**config.mk**
```make
export PLATFORM = sky130hd
export DESIGN_NAME = stdp_update_sched
export DESIGN_NICKNAME = d
export VERILOG_FILES = /design/src/rtl/stdp_update_sched.sv
export SDC_FILE = /design/constraint.sdc
export NUM_CORES = 1
export LEC_CHECK = 0
export ABC_AREA = 1
export BUFFER_PORTS_ARGS = -buffer_cell sky130_fd_sc_hd__buf_2
export CAP_MARGIN = 15
export CORE_MARGIN = 3
export CORE_UTILIZATION = 65
export DETAILED_ROUTE_END_ITERATION = 6
export GPL_ROUTABILITY_DRIVEN = 0
export PLACE_DENSITY = 0.91
export RECOVER_POWER = 50
export SLEW_MARGIN = 20
export SYNTH_ARGS = -nofsm -noshare
export SYNTH_HDL_FRONTEND = slang
export SYNTH_SLANG_ARGS = --single-unit
```
**constraint.sdc**
```tcl
create_clock -name clk -period 4.5 [get_ports clk]
set_input_delay 0.225 -clock clk [delete_from_list [all_inputs] [get_ports clk]]
set_output_delay 0.225 -clock clk [all_outputs]
set_load 0.01 [all_outputs]
```
**src/rtl/stdp_update_sched.sv**
```systemverilog
// stdp_update_sched: per-synapse STDP timing capture, round-robin arbitration of
// LTP/LTD requests onto one shared saturating weight-update datapath, with the
// updated weight offered downstream over a valid/ready handshake.
module stdp_update_sched #(
  parameter int unsigned NUM_PRE = 4,
  parameter int unsigned TW      = 4,
  parameter int unsigned WW      = 4,
  parameter int unsigned WINDOW  = 8,
  parameter int unsigned INIT_W  = 8
) (
  input  logic                       clk,
  input  logic                       rst_n,
  input  logic                       en,
  input  logic [NUM_PRE-1:0]         pre_spike,
  input  logic                       post_spike,
  output logic                       upd_valid,
  input  logic                       upd_ready,
  output logic [$clog2(NUM_PRE)-1:0] upd_idx,
  output logic                       upd_ltp,
  output logic [WW-1:0]              upd_weight,
  output logic [NUM_PRE*WW-1:0]      weight,
  output logic                       busy,
  output logic                       ovf
);

  localparam int unsigned   IW       = $clog2(NUM_PRE);
  localparam logic [TW-1:0] T_SAT    = {TW{1'b1}};
  localparam logic [TW:0]   WIN      = (TW+1)'(WINDOW);
  localparam logic [WW-1:0] W_MAX    = {WW{1'b1}};
  localparam logic [WW-1:0] W_INIT   = WW'(INIT_W);
  localparam logic [IW-1:0] IDX_LAST = IW'(NUM_PRE - 1);

  typedef enum logic [1:0] {
    IDLE  = 2'd0,
    CALC  = 2'd1,
    OFFER = 2'd2
  } state_t;

  state_t state, state_n;

  // spike timers
  logic [TW-1:0] pre_timer [NUM_PRE];
  logic [TW-1:0] post_timer;

  // request capture
  logic [NUM_PRE-1:0] ltp_set, ltd_set;
  logic [TW-1:0]      ltp_new_dt [NUM_PRE];
  logic               post_in_win;

  // pending requests and their latched dt
  logic [NUM_PRE-1:0] ltp_pend, ltd_pend;
  logic [NUM_PRE-1:0] ltp_pend_n, ltd_pend_n;
  logic [NUM_PRE-1:0] ltp_clr, ltd_clr;
  logic [TW-1:0]      ltp_dt [NUM_PRE];
  logic [TW-1:0]      ltd_dt [NUM_PRE];
  logic               ovf_hit;

  // arbitration
  logic [NUM_PRE-1:0] cand;
  logic               any_cand;
  logic [IW-1:0]      rr_ptr;
  logic [IW-1:0]      probe;
  logic               found;
  logic [IW-1:0]      sel_idx;
  logic               sel_ltp;
  logic [TW-1:0]      sel_dt;

  // FSM controls
  logic grant, load_upd, accept;

  // granted request
  logic [IW-1:0] g_idx;
  logic          g_ltp;
  logic [TW-1:0] g_dt;

  // update datapath
  logic [TW:0]   delta;
  logic [WW-1:0] w_cur;
  logic [WW:0]   w_sum, w_dif;
  logic [WW-1:0] w_add, w_sub, w_new;
  logic [WW-1:0] w_q [NUM_PRE];

  // Timers reset saturated so nothing looks recent after reset; a spike restarts at 0.
  always_ff @(posedge clk or negedge rst_n) begin
    if (!rst_n) begin
      for (int i = 0; i < NUM_PRE; i++) pre_timer[i] <= T_SAT;
      post_timer <= T_SAT;
    end else begin
      for (int i = 0; i < NUM_PRE; i++) begin
        if (pre_spike[i])              pre_timer[i] <= '0;
        else if (pre_timer[i] != T_SAT) pre_timer[i] <= pre_timer[i] + TW'(1);
      end
      if (post_spike)              post_timer <= '0;
      else if (post_timer != T_SAT) post_timer <= post_timer + TW'(1);
    end
  end

  // New LTP/LTD requests from this cycle's spikes against the pre-update timers.
  always_comb begin
    post_in_win = ({1'b0, post_timer} < WIN);
    ltp_set     = '0;
    ltd_set     = '0;
    for (int i = 0; i < NUM_PRE; i++) begin
      ltp_set[i]    = post_spike & (pre_spike[i] | ({1'b0, pre_timer[i]} < WIN));
      ltp_new_dt[i] = pre_spike[i] ? '0 : pre_timer[i];
      ltd_set[i]    = pre_spike[i] & ~post_spike & post_in_win;
    end
  end

  // Round-robin search starting at rr_ptr; LTP wins over LTD inside a synapse.
  always_comb begin
    cand     = ltp_pend | ltd_pend;
    any_cand = |cand;
    found    = 1'b0;
    sel_idx  = '0;
    probe    = '0;
    for (int k = 0; k < NUM_PRE; k++) begin
      probe = IW'((int'(rr_ptr) + k) % NUM_PRE);
      if (!found && cand[probe]) begin
        found   = 1'b1;
        sel_idx = probe;
      end
    end
    sel_ltp = ltp_pend[sel_idx];
    sel_dt  = sel_ltp ? ltp_dt[sel_idx] : ltd_dt[sel_idx];
  end

  // Pending next-state: a grant clears its bit, a same-cycle set overrides the clear.
  always_comb begin
    ltp_clr = '0;
    ltd_clr = '0;
    if (grant) begin
      if (sel_ltp) ltp_clr[sel_idx] = 1'b1;
      else         ltd_clr[sel_idx] = 1'b1;
    end
    ltp_pend_n = ltp_set | (ltp_pend & ~ltp_clr);
    ltd_pend_n = ltd_set | (ltd_pend & ~ltd_clr);
    ovf_hit    = (|(ltp_set & ltp_pend & ~ltp_clr)) | (|(ltd_set & ltd_pend & ~ltd_clr));
  end

  // Pending bits, latched dt values and the sticky overwrite flag.
  always_ff @(posedge clk or negedge rst_n) begin
    if (!rst_n) begin
      ltp_pend <= '0;
      ltd_pend <= '0;
      ovf      <= 1'b0;
      for (int i = 0; i < NUM_PRE; i++) begin
        ltp_dt[i] <= '0;
        ltd_dt[i] <= '0;
      end
    end else begin
      ltp_pend <= ltp_pend_n;
      ltd_pend <= ltd_pend_n;
      if (ovf_hit) ovf <= 1'b1;
      for (int i = 0; i < NUM_PRE; i++) begin
        if (ltp_set[i]) ltp_dt[i] <= ltp_new_dt[i];
        if (ltd_set[i]) ltd_dt[i] <= post_timer;
      end
    end
  end

  // FSM state register.
  always_ff @(posedge clk or negedge rst_n) begin
    if (!rst_n) state <= IDLE;
    else        state <= state_n;
  end

  // FSM next state: grant in IDLE, compute in CALC, hold the offer until accepted.
  always_comb begin
    state_n  = state;
    grant    = 1'b0;
    load_upd = 1'b0;
    accept   = 1'b0;
    case (state)
      IDLE: begin
        if (en && any_cand) begin
          grant   = 1'b1;
          state_n = CALC;
        end
      end
      CALC: begin
        load_upd = 1'b1;
        state_n  = OFFER;
      end
      OFFER: begin
        if (upd_ready) begin
          accept  = 1'b1;
          state_n = IDLE;
        end
      end
      default: state_n = IDLE;
    endcase
  end

  // Latch the granted request and advance the round-robin pointer past it.
  always_ff @(posedge clk or negedge rst_n) begin
    if (!rst_n) begin
      g_idx  <= '0;
      g_ltp  <= 1'b0;
      g_dt   <= '0;
      rr_ptr <= '0;
    end else if (grant) begin
      g_idx  <= sel_idx;
      g_ltp  <= sel_ltp;
      g_dt   <= sel_dt;
      rr_ptr <= (sel_idx == IDX_LAST) ? '0 : sel_idx + IW'(1);
    end
  end

  // Saturating add/sub of the window delta, one bit wider than the weight.
  always_comb begin
    delta = WIN - {1'b0, g_dt};
    w_cur = w_q[g_idx];
    w_sum = {1'b0, w_cur} + (WW+1)'(delta);
    w_dif = {1'b0, w_cur} - (WW+1)'(delta);
    w_add = w_sum[WW] ? W_MAX : w_sum[WW-1:0];
    w_sub = w_dif[WW] ? '0 : w_dif[WW-1:0];
    w_new = g_ltp ? w_add : w_sub;
  end

  // Weight file and downstream offer; both change only on the edge leaving CALC.
  always_ff @(posedge clk or negedge rst_n) begin
    if (!rst_n) begin
      for (int i = 0; i < NUM_PRE; i++) w_q[i] <= W_INIT;
      upd_valid  <= 1'b0;
      upd_idx    <= '0;
      upd_ltp    <= 1'b0;
      upd_weight <= '0;
    end else if (load_upd) begin
      w_q[g_idx] <= w_new;
      upd_valid  <= 1'b1;
      upd_idx    <= g_idx;
      upd_ltp    <= g_ltp;
      upd_weight <= w_new;
    end else if (accept) begin
      upd_valid <= 1'b0;
    end
  end

  // Busy mirrors the post-edge FSM state and pending set.
  always_ff @(posedge clk or negedge rst_n) begin
    if (!rst_n) busy <= 1'b0;
    else        busy <= (state_n != IDLE) | (|ltp_pend_n) | (|ltd_pend_n);
  end

  // Pack the weight file onto the bus, synapse 0 in the MSBs.
  for (genvar gi = 0; gi < NUM_PRE; gi++) begin : g_pack
    assign weight[(NUM_PRE-1-gi)*WW +: WW] = w_q[gi];
  end

endmodule

```
== Word-level counts from Yosys, hierarchy flattened ==
Index checks and enable logic that the tools add are counted.
Storage, ports and cells
  register bits: 97
  input port bits: 9
  output and inout port bits: 26
Operators by class
  add/subtract/negate cells: 12
  magnitude comparators: 14
  equality and inequality tests: 8
  muxes and demuxes: 64
  bitwise logic cells: 33
  reductions and logical operators: 22
Operators by type and width (count)
  2-to-1 mux 4 bit: 29
  bitwise AND 4 bit: 6
  binary-select mux 4 bit (select 2 bit): 3
  adder 4 x 1 -> 4 bit, second input constant: 5
  less-than comparator 4 bit, second input constant: 5
  != test 4 bit, second input constant: 5
  OR reduction 4 bit: 5
  bitwise mux 16 bit: 1
  2-to-1 mux 1 bit: 16
  less-than comparator 2 x 3 -> 1 bit, second input constant: 5
  2-to-1 mux 2 bit: 7
  nonzero test 2 bit: 7
  bitwise AND 1 bit: 12
  bitwise OR 4 bit: 3
  binary-select mux 1 bit (select 2 bit): 5
  demux 4 bit (select 2 bit): 1
  NOT 4 bit: 2
  bitwise OR 1 bit: 7
  greater-or-equal comparator 3 bit, second input constant: 2
  logical AND 1 bit: 6
  NOT 2 -> 3 bit: 2
  one-hot mux 2 bit (3 select lines): 1
  adder 4 x 5 -> 5 bit: 1
  subtractor 4 x 4 -> 5 bit, first input constant: 1
  other kinds (11): 16

== Longest topological paths before layout ==
  depth after elaboration: 25
  gate-level depth with buffers: 23
  depth with buffers taken out: 21

== Least setup slack after synthesis ==
OpenSTA, ideal clock, no wires.
  kind: reg2reg
  from: register g_idx[0]
  to: register w_q, in the netlist weight[11]
  arrival: 2675 ps
  setup slack: 1764 ps
  cell stages (with the launch flop): 14
  buffers on the path: 0
  cell sequence: dfrtp_1 -> nor2_1 -> a22oi_1 -> inv_1 -> a221oi_1 -> ha_1 -> fa_1 -> or2_2 -> a21oi_1 -> nor2_1 -> xnor2_1 -> nand2_1 -> o21ai_0 -> mux2_2
Between the ends
  cells in the longest elaborated chain, start to end: 8
Ends and longest elaborated chain
  start: declaration: RTL line 72  | logic [IW-1:0] g_idx;
  start signal: assignment: RTL line 203  | g_idx <= sel_idx;
  NOT 2 -> 3 bit (implied by the code) (*): RTL line 213, 230
  binary-select mux 4 bit (select 2 bit): RTL line 213  | w_cur = w_q[g_idx];
  2-to-1 mux 4 bit (implied by the code) (2 in series): RTL line 213
  subtractor 4 x 5 -> 5 bit or adder 4 x 5 -> 5 bit (tied branches): RTL line 215, 214
  2-to-1 mux 4 bit (on tied branches): RTL line 217, 216
  2-to-1 mux 4 bit: RTL line 218  | w_new = g_ltp ? w_add : w_sub;
  bitwise mux 16 bit (*): RTL line 230  | w_q[g_idx] <= w_new;
  end signal: indexed assignment: RTL line 230
  end: declaration: RTL line 81  | logic [WW-1:0] w_q [NUM_PRE];
Every way passes the cells marked *; elsewhere a longest branch is shown, timed or not. The select of a mux whose other input is x is not followed.
A chain may end at the register's enable or synchronous reset.

== Worst setup path after layout ==
  from: register g_idx[1]
  to: register w_q, in the netlist weight[11]
Same word-level chain as after synthesis.

==> results.md <==
- Status: finished with violations
- Failing checks: max-capacitance violations, max-slew violations
- Largest family of logic cells by synthesized area: simple AND/OR/NAND/NOR gates
- WL final: 11800 um
- H-tree Lvls: 3
- Critical path endpoint category: register
- Worst Max-Slew Pin Slew: 2.31 ns
- Slew Limit Fails: 46
- Cells after Synth: 618
- Ant diodes: 0
- Mux share of post-synthesis cell area: 0.00441
- Min Clock Period, post-route: 3.35 ns
- Seq cells post-synth: 97
- TNS Setup: 0 ns
- FMAX: 299 MHz
- Drt wl/cell: 15.3 um
- Most common cell after layout, fill and taps aside: nand2_1
- Fin. Hold Viols: 0
- Crit path DAT: 3.66 ns
- DIE WIDTH: ~95 um
- Gr usage total: 0.279
- Final setup violation count: 0
- Deepest clock path buffer count: 2
- Drt pass-1 iters: 6
- Sequential share of the synthesized area: 0.481
- Critical path type: reg2reg
- Maximum vdd ir drop: 0.307 mV
- DRC Markers: 0
- Post-CTS sizing: 0
- Full die area: 0.00896 sq mm
- First-pass GRT wire length: between 15000 and 20000 um
- Lkg Pwr: 0.00258 uW
- Synth Area in XOR/XNOR: 0.0120
- YS warnings: 0
- Max-cap violation count: 1
- Data required, critical path: 4.81 ns
- Port buffer count: 34
- Synthesized net count: approximately 650
- DR vias: ~4400
- Site row count: 31
- Largest net degree at the start of global routing: 54
- Initial DRC Count: 338
- Starting density of the core: 0.686
- Area growth syn-to-layout: 9.38%
- Final period utilization: 0.744
- Max transition margin: -0.538
- Vias in the first global route: approximately 4400
- Core Area: between 0.007 and 0.008 sq mm
- Layout cells sized above 1: 0.108
- Worst-skew pair later-pin latency: 0.37 ns
- Clock transition at path regs: 0.10 ns
- PD cells: 635 mW/mm^2
- RSZ-0062 raised after global routing: false
- Ports: 35
- Simple logic cell fraction of the synthesized area: 0.235
- GRT overflow: 0
- Clock skew: 0.0148 ns
- Mean number of vias per cell: 5.78
- Num CTS Buffers: 9
- Final nets: 691
- TritonCTS clock tree: done
- Total Power: between 3000 and 4000 uW
- Root Buffer: clkbuf_8
- # clock sinks: between 90 and 100
- Netlist cell types: 41
- Die Y: approximately 95 um
- Critical Path Source Type: register
- Most frequent cells in the layout: 130 x nand2_1, 84 x inv_1, 81 x o21ai_0, 73 x dfrtp_1, 52 x nor2_1
- Initial antenna violation count: 0
- Adder-Cell Fraction of Synth Area: 0.0519
- Mapped Area: 0.00511 sq mm
- Synth Area in Compound Gates: 0.142
- Worst-path maximum fanout: 5
- DP HPWL: between 8000 and 9000 um
- Detail Route Antenna Nets: 0
- HP Class: in2reg
- Mean Syn Cell Area: 8.27 sq um
==> timing repair <==
item / CTS / global route
buffers inserted: 0 / 0
hold buffers: 6 / 0
endpoints found under the hold margin: 31 / 0
==> cell families after synthesis <==
| logic type | Yosys count |
|---|---|
| fa+ha+maj | 20 |
| simple gates | 263 |
| mux | 2 |
| flops | 97 |
| xor+xnor | 7 |
| buf+inv | 97 |
| compound gates | 132 |
==> through the flow <==
stage                      util  cell area (sq um)  setup slack (ns)  std cells  hold WS, ns
after detailed placement  0.721               5370              1.23        744        0.250
after global placement    0.721               5370              1.45        744        0.249
final                     0.751               5590              1.15        766        0.114
after CTS                 0.756               5630              1.20        766       0.0982
after floorplan               -               5110              1.76        618      -0.0706
after global routing      0.751               5590             0.620        766        0.132
==> cell type report <==
class	count	area, sq um
inverter	89	339
tap	99	124
clock buffer	9	124
sequential	97	2460
clock inverter	7	70.1
timing repair buffer	41	204
multi-input combinational	424	2270
fill	536	1860
==> cells in the mapped netlist (all sizes together) <==
| library cell | count | share of area |
|---|---|---|
| a41oi | 1 | 0.0017 |
| o221ai | 1 | 0.0017 |
| xnor2 | 4 | 0.0069 |
| nand3 | 54 | 0.060 |
| o211ai | 4 | 0.0059 |
| nand3b | 4 | 0.0083 |
| a22oi | 4 | 0.0059 |
| clkbuf | 3 | 0.0022 |
| a221oi | 1 | 0.0017 |
| nor4 | 1 | 0.0042 |
| inv | 89 | 0.066 |
| dfstp | 24 | 0.12 |
| o31ai | 3 | 0.0044 |
| xor2 | 3 | 0.0051 |
| mux2 | 2 | 0.0044 |
| ha | 18 | 0.044 |
| nand4 | 2 | 0.0024 |
| nor3 | 5 | 0.0049 |
| buf | 5 | 0.0061 |
| nor2 | 57 | 0.045 |
| a21oi | 27 | 0.028 |
| o21ai | 83 | 0.081 |
| fa | 2 | 0.0078 |
| nand2 | 138 | 0.11 |
| a211oi | 5 | 0.0073 |
| or2 | 2 | 0.0024 |
| o21bai | 1 | 0.0015 |
| a31oi | 2 | 0.0024 |
| dfrtp | 73 | 0.36 |
==> final timing paths <==
check                      cells past startpoint  slack, ns                     end                  from
min                                            2       0.11      state[1]$_DFF_PN0_             upd_ready
max                                           13       1.15  weight[11]$_DFFE_PN1P_  g_idx[1]$_DFFE_PN0P_
max reg2reg                                   13       1.15  weight[11]$_DFFE_PN1P_  g_idx[1]$_DFFE_PN0P_
min reg2reg                                    2       0.49     upd_ltp$_DFFE_PN0P_   upd_ltp$_DFFE_PN0P_
max in group asynchronous                      3       1.19  upd_idx[0]$_DFFE_PN0P_                 rst_n
min in group asynchronous                      2       1.09  ltp_dt[13]$_DFFE_PN0P_                 rst_n
==> per-layer routing <==
layer,share of wire,routed length (um),global-route usage
met2,0.51,5990,0.481
met3,0.055,647,0.0462
met4,0.025,297,0.118
met5,0,0,0
met1,0.41,4820,0.346
==> registers in the layout, summed over array words and instances, names as in the netlist, 4 cells and up <==
register / flops
upd_weight: 4
g_dt: 4
ltp_dt: 16
pre_timer: 16
ltp_pend: 4
ltd_dt: 16
post_timer: 4
ltd_pend: 4
weight: 16
==> worst max-delay path, stage by stage (launching register included) <==
cell and delay, ns:
dfrtp_1 0.44, nor2_1 0.28, a22oi_1 0.15, inv_1 0.08, a221oi_1 0.06, ha_1 0.24
fa_1 0.38, or2_2 0.30, a21oi_1 0.14, nor2_1 0.07, xnor2_1 0.24, nand2_1 0.12
o21ai_0 0.53, mux2_2 0.27
==> report_power, final <==
part / switching, uW / internal [uW]
Combinational: 1190 / 570
Sequential: 171 / 1070
Clock: 339 / 217
No activity file was read; power rests on OpenSTA's default activity.
